==> src/rtl/tank_bullet_controller.sv <==
// Single-bullet controller for one tank: spawn on fire, advance once per frame,
// despawn on hit, edge, or lifetime expiry, then enforce a cooldown before re-arming.
module tank_bullet_controller #(
    parameter int BULLET_SIZE     = 2,
    parameter int SPEED           = 4,
    parameter int SPAWN_OFF       = 12,
    parameter int X_MIN           = 0,
    parameter int X_MAX           = 639,
    parameter int Y_MIN           = 0,
    parameter int Y_MAX           = 479,
    parameter int LIFETIME_FRAMES = 120,
    parameter int COOLDOWN_FRAMES = 15,
    parameter int PARK_XY         = 1000
) (
    input  logic       Clk,
    input  logic       Reset,
    input  logic       frame_tick,
    input  logic       fire,
    input  logic [9:0] TankX,
    input  logic [9:0] TankY,
    input  logic [1:0] TankDir,
    input  logic       barrier_hit,
    input  logic       tank_hit,
    output logic [9:0] BulletX,
    output logic [9:0] BulletY,
    output logic [9:0] Bullet_Size,
    output logic       bullet_active,
    output logic       shot_fired,
    output logic       score_pulse
);

    localparam int LW = $clog2(LIFETIME_FRAMES + 1);
    localparam int CW = $clog2(COOLDOWN_FRAMES + 1);

    typedef enum logic [1:0] {IDLE, FLY, COOL} state_t;

    state_t         state;
    logic           fire_pending;
    logic [LW-1:0]  life_cnt;
    logic [CW-1:0]  cool_cnt;
    logic [1:0]     dir_q;

    logic [10:0]    sx, sy, nx, ny;
    logic           spawn_ok, move_ok, life_end, park_now;

    // 11-bit position is legal when it did not wrap below zero and sits in [lo,hi]
    function automatic logic in_rng(input logic [10:0] v, input int lo, input int hi);
        return !v[10] && (int'(v) >= lo) && (int'(v) <= hi);
    endfunction

    assign Bullet_Size = 10'(BULLET_SIZE);

    // Spawn point and next-frame position, both in 11 bits so underflow shows in bit 10
    always_comb begin
        sx = {1'b0, TankX};
        sy = {1'b0, TankY};
        case (TankDir)
            2'b00:   sy = {1'b0, TankY} - 11'(SPAWN_OFF);
            2'b01:   sx = {1'b0, TankX} + 11'(SPAWN_OFF);
            2'b10:   sy = {1'b0, TankY} + 11'(SPAWN_OFF);
            default: sx = {1'b0, TankX} - 11'(SPAWN_OFF);
        endcase
        nx = {1'b0, BulletX};
        ny = {1'b0, BulletY};
        case (dir_q)
            2'b00:   ny = {1'b0, BulletY} - 11'(SPEED);
            2'b01:   nx = {1'b0, BulletX} + 11'(SPEED);
            2'b10:   ny = {1'b0, BulletY} + 11'(SPEED);
            default: nx = {1'b0, BulletX} - 11'(SPEED);
        endcase
        spawn_ok = in_rng(sx, X_MIN, X_MAX) && in_rng(sy, Y_MIN, Y_MAX);
        move_ok  = in_rng(nx, X_MIN, X_MAX) && in_rng(ny, Y_MIN, Y_MAX);
        life_end = (life_cnt == LW'(LIFETIME_FRAMES - 1));
        park_now = tank_hit || barrier_hit || life_end || !move_ok;
    end

    // Bullet FSM; all outputs registered, pulses default low every cycle
    always_ff @(posedge Clk) begin
        if (Reset) begin
            state         <= IDLE;
            BulletX       <= 10'(PARK_XY);
            BulletY       <= 10'(PARK_XY);
            bullet_active <= 1'b0;
            shot_fired    <= 1'b0;
            score_pulse   <= 1'b0;
            fire_pending  <= 1'b0;
            life_cnt      <= '0;
            cool_cnt      <= '0;
            dir_q         <= 2'b00;
        end else begin
            shot_fired  <= 1'b0;
            score_pulse <= 1'b0;
            // a fire request outside flight is remembered until the next IDLE tick
            if (fire && state != FLY) fire_pending <= 1'b1;
            if (frame_tick) begin
                case (state)
                    IDLE: begin
                        if (fire || fire_pending) begin
                            fire_pending <= 1'b0;
                            if (spawn_ok) begin
                                BulletX       <= sx[9:0];
                                BulletY       <= sy[9:0];
                                dir_q         <= TankDir;
                                life_cnt      <= '0;
                                bullet_active <= 1'b1;
                                shot_fired    <= 1'b1;
                                state         <= FLY;
                            end else begin
                                cool_cnt <= '0;
                                state    <= COOL;
                            end
                        end
                    end
                    FLY: begin
                        if (park_now) begin
                            // tank_hit takes priority, so score follows it directly
                            score_pulse   <= tank_hit;
                            BulletX       <= 10'(PARK_XY);
                            BulletY       <= 10'(PARK_XY);
                            bullet_active <= 1'b0;
                            cool_cnt      <= '0;
                            state         <= COOL;
                        end else begin
                            BulletX  <= nx[9:0];
                            BulletY  <= ny[9:0];
                            life_cnt <= life_cnt + LW'(1);
                        end
                    end
                    COOL: begin
                        if (cool_cnt == CW'(COOLDOWN_FRAMES - 1)) begin
                            cool_cnt <= '0;
                            state    <= IDLE;
                        end else begin
                            cool_cnt <= cool_cnt + CW'(1);
                        end
                    end
                    default: state <= IDLE;
                endcase
            end
        end
    end

endmodule
==> config.mk <==
export PLATFORM = sky130hd
export DESIGN_NAME = tank_bullet_controller
export DESIGN_NICKNAME = d
export VERILOG_FILES = /design/src/rtl/tank_bullet_controller.sv
export SDC_FILE = /design/constraint.sdc
export NUM_CORES = 1
export LEC_CHECK = 0
export ABC_AREA = 1
export CORE_MARGIN = 2
export CORE_UTILIZATION = 56
export CTS_CLUSTER_DIAMETER = 80
export CTS_CLUSTER_SIZE = 12
export DETAILED_ROUTE_END_ITERATION = 12
export PLACE_DENSITY_LB_ADDON = 0.05
export SYNTH_ARGS = -nofsm -noshare
export SYNTH_HDL_FRONTEND = slang
export SYNTH_SLANG_ARGS = --single-unit
==> constraint.sdc <==
create_clock -name Clk -period 4.7 [get_ports Clk]
set_input_delay 0.94 -clock Clk [delete_from_list [all_inputs] [get_ports Clk]]
set_output_delay 0.94 -clock Clk [all_outputs]
set_load 0.01 [all_outputs]
==> metrics.txt <==
Vias/cell 5.12; fill cell instance count of the final layout around 680; DPL Wire Length 7800 um; worst reg2reg setup slack 1.36 ns; total vias in the final route 4360; critical-path cell list clkdlybuf4s50_1, inv_1, nor2_1, inv_1, ha_1, nand2_1, inv_2, a21oi_1, nand3_1, nand3_2, nand3_2, nor2_4, nand3_2, o21bai_2, nand2_1, nand2_1, nand3_1; Post-Layout Cell Count 852; Total GRT Usage ~26%; worst min-delay path class reg -> reg; clock-pin slew on the worst setup and hold paths ~0.08 ns; post-synthesis sequential area ratio 19.1%; Ys Warns 0; first-pass detailed-route iteration total 5; cell chosen for the clock root sky130_fd_sc_hd__clkbuf_8; Placed Cells 844; DIE WIDTH 89.4 um; final hold violation count 0; category of the worst setup path launch point input pin; FMAX 0.251 GHz; overflow left after global routing 0; number of slew-limit violations in the final report 0; count of different cell masters after synthesis 37; DRC 0; setup TNS after final layout 0 ns; largest net degree at the start of global routing 37; crit-path max FO 20; utilization after layout about two thirds; DRC marker count from the first detailed-route iteration 234; period utilization 84.9%; post-route worst setup slack 0.709 ns; Worst EP arrival a little over 4 ns; clock latency at the later pin of the worst-skew pair about 0.3 ns; global-route wire length before repair 16700 um; Max IR drop VDD ~0.16 mV; Worst Path Class, Setup in -> reg; dpl ws 0.466 ns; total length of routed wires slightly below 10000 um; fraction of layout instances using a drive strength above 1 5.05%; setup violators final 0; run status complete, no violations; CTS tree done; # Max-Cap Violations 0; Final Wtd Congestion 0.947; PwrDens 293 nW/um2; Rows 31; leakage component of the power roughly 0.0025 uW; largest buffer count on any clock path 2; clock sink count 39; CTS Hold Bufs 0; Die ar. 7990 um2; setup repair after global routing missed its margin no; total clock buffers created by CTS 5; setup skew after layout 0.00913 ns; count of buffers from port buffering 50; family with the most delay on the worst path simple AND/OR/NAND/NOR gates; FF+latch count, synth 39; antenna violations before repair 0; max-slew headroom at the worst pin a little under a third; mean instance size in the synthesized netlist 5.76 um2; Antenna Diode Count 0; cell at the slowest stage of the critical path sky130_fd_sc_hd__clkdlybuf4s50_1; Tightest Pin Transition 1.02 ns; buffers inserted during post-CTS setup optimization 0; placeable core area 7180 um2; delay of the slowest cell on the worst path approximately 0.60 ns; final period demand of the worst path around 4 ns; area added between synthesis and finish 15.0%; post-detailed-route wirelength per cell 11.6 um; Cell Area, Synth 4090 um2; effective utilization at floorplan 56.9%; via count of the first global-routing pass between 3000 and 4000; critical path capture point type flop; number of top-level pins 61; vertical die dimension 89.4 um; overall power consumption 1380 uW; count of cells resized by post-cts repair 0; post-synthesis instance total 709; post-layout net count 818; critical path buffer and inverter count 4; remaining number of nets flagged by the antenna check after routing 0; required time of the worst setup path just under 5 ns; # H-tree levels 2
-- layout by cell type (no fill, tap or decap), drive strengths merged, types with 2 or more instances in the layout --
| cell | n |
|---|---|
| nand2 | 244 |
| inv | 97 |
| nor2 | 96 |
| nand3 | 75 |
| clkdlybuf4s50 | 50 |
| dfxtp | 39 |
| ha | 34 |
| a21oi | 25 |
| o21ai | 23 |
| nand4 | 10 |
| conb | 10 |
| or2 | 10 |
| xnor2 | 6 |
| clkbuf | 6 |
| buf | 5 |
| fa | 4 |
| o22ai | 3 |
| xor2 | 3 |
| nand3b | 2 |
| nor3 | 2 |
| clkinv | 2 |
| o21bai | 2 |
-- state kept, by name (all words and copies together) (netlist names) --
signal and cells:
BulletY 10, shot_fired 1, dir_q 2, score_pulse 1, cool_cnt 4, bullet_active 1, BulletX 10, life_cnt 7
fire_pending 1, state 2
-- tightest hold or removal path: cells and delay by family, from the launching register on --
kind | cells | cell delay, ns
flip-flops | 1 | 0.31
AND/OR/NAND/NOR | 2 | 0.14
-- layer usage --
layer	vias up	part of all wire (%)	track usage (%)
met5	-	0	0
met4	0	1.2	5.16
met3	13	4.1	2.95
met2	107	45	43.4
met1	1946	49	35.7
li1	2294	-	-
-- logic make-up (layout without fill, tap and decap cells) --
family,count (synthesis),count (layout),synth area share [%]
AOI/OAI and AO/OA,57,57,7.53
other,2,10,0.184
DFF,39,39,19.1
adders and majority gates,38,38,12.4
buffers and inverters,125,161,13.0
xor gates and xnor gates,9,9,1.93
and+or+nand+nor,439,439,45.8
-- final cells by class --
cell class	count	area, um2	area share [%]
clock inverters	2	12.5	0.266
inverters	98	368	7.83
well taps	99	124	2.64
repair buffers	55	538	11.5
clock buffers	6	72.6	1.55
flip-flops and latches	39	781	16.6
multi-input cells	553	2800	59.6
-- where the power goes --
part | switching (uW) | internal (uW)
registers | 54.8 | 380
logic | 420 | 293
clock network | 123 | 104
-- final timing paths --
check / startpoint / to / cells past startpoint
max: TankDir[1] / BulletY[5] / 17
min: BulletY[0] / BulletY[0] / 2
max reg2reg: dir_q[0] / bullet_active / 20
min reg2reg: BulletY[0] / BulletY[0] / 2
-- cell usage after synthesis --
cell,number,area [um2]
sky130_fd_sc_hd__nand3b_1,2,15.0
sky130_fd_sc_hd__buf_2,6,30.0
sky130_fd_sc_hd__nor2_4,4,45.0
sky130_fd_sc_hd__nand3_1,70,350
sky130_fd_sc_hd__o21bai_2,1,11.3
sky130_fd_sc_hd__o22ai_1,3,18.8
sky130_fd_sc_hd__nor3_1,2,10.0
sky130_fd_sc_hd__nor2_2,1,6.26
sky130_fd_sc_hd__or2_2,7,43.8
sky130_fd_sc_hd__nand4_1,10,62.6
sky130_fd_sc_hd__o21ai_0,22,110
sky130_fd_sc_hd__nand2_2,1,6.26
sky130_fd_sc_hd__o31ai_1,1,7.51
sky130_fd_sc_hd__a21oi_1,25,125
sky130_fd_sc_hd__dfxtp_1,39,781
sky130_fd_sc_hd__or2_4,1,8.76
sky130_fd_sc_hd__ha_1,34,425
sky130_fd_sc_hd__nor2_1,91,342
sky130_fd_sc_hd__o21ai_1,1,5.00
sky130_fd_sc_hd__clkbuf_1,7,26.3
sky130_fd_sc_hd__nand2_4,1,11.3
sky130_fd_sc_hd__clkinv_1,1,3.75
sky130_fd_sc_hd__inv_2,5,18.8
sky130_fd_sc_hd__buf_6,1,11.3
sky130_fd_sc_hd__fa_1,4,80.1
sky130_fd_sc_hd__or2_1,2,12.5
sky130_fd_sc_hd__nand3_2,5,50.1
sky130_fd_sc_hd__o211ai_1,1,7.51
sky130_fd_sc_hd__o21a_1,1,7.51
sky130_fd_sc_hd__inv_1,92,345
sky130_fd_sc_hd__o21bai_1,1,7.51
sky130_fd_sc_hd__nand2_1,242,908
sky130_fd_sc_hd__xor2_1,3,26.3
sky130_fd_sc_hd__buf_4,13,97.6
sky130_fd_sc_hd__xnor2_1,6,52.6
sky130_fd_sc_hd__a211oi_1,1,7.51
sky130_fd_sc_hd__conb_1,2,7.51
-- per-stage QoR --
step / hold WS (ns) / instance area [um2]
floorplan: 0.456 / 4120
global placement: 0.466 / 4610
detailed placement: 0.476 / 4610
CTS: 0.489 / 4700
global route: 0.520 / 4700
finish: 0.486 / 4700
Power figures use the tool's default switching activity.
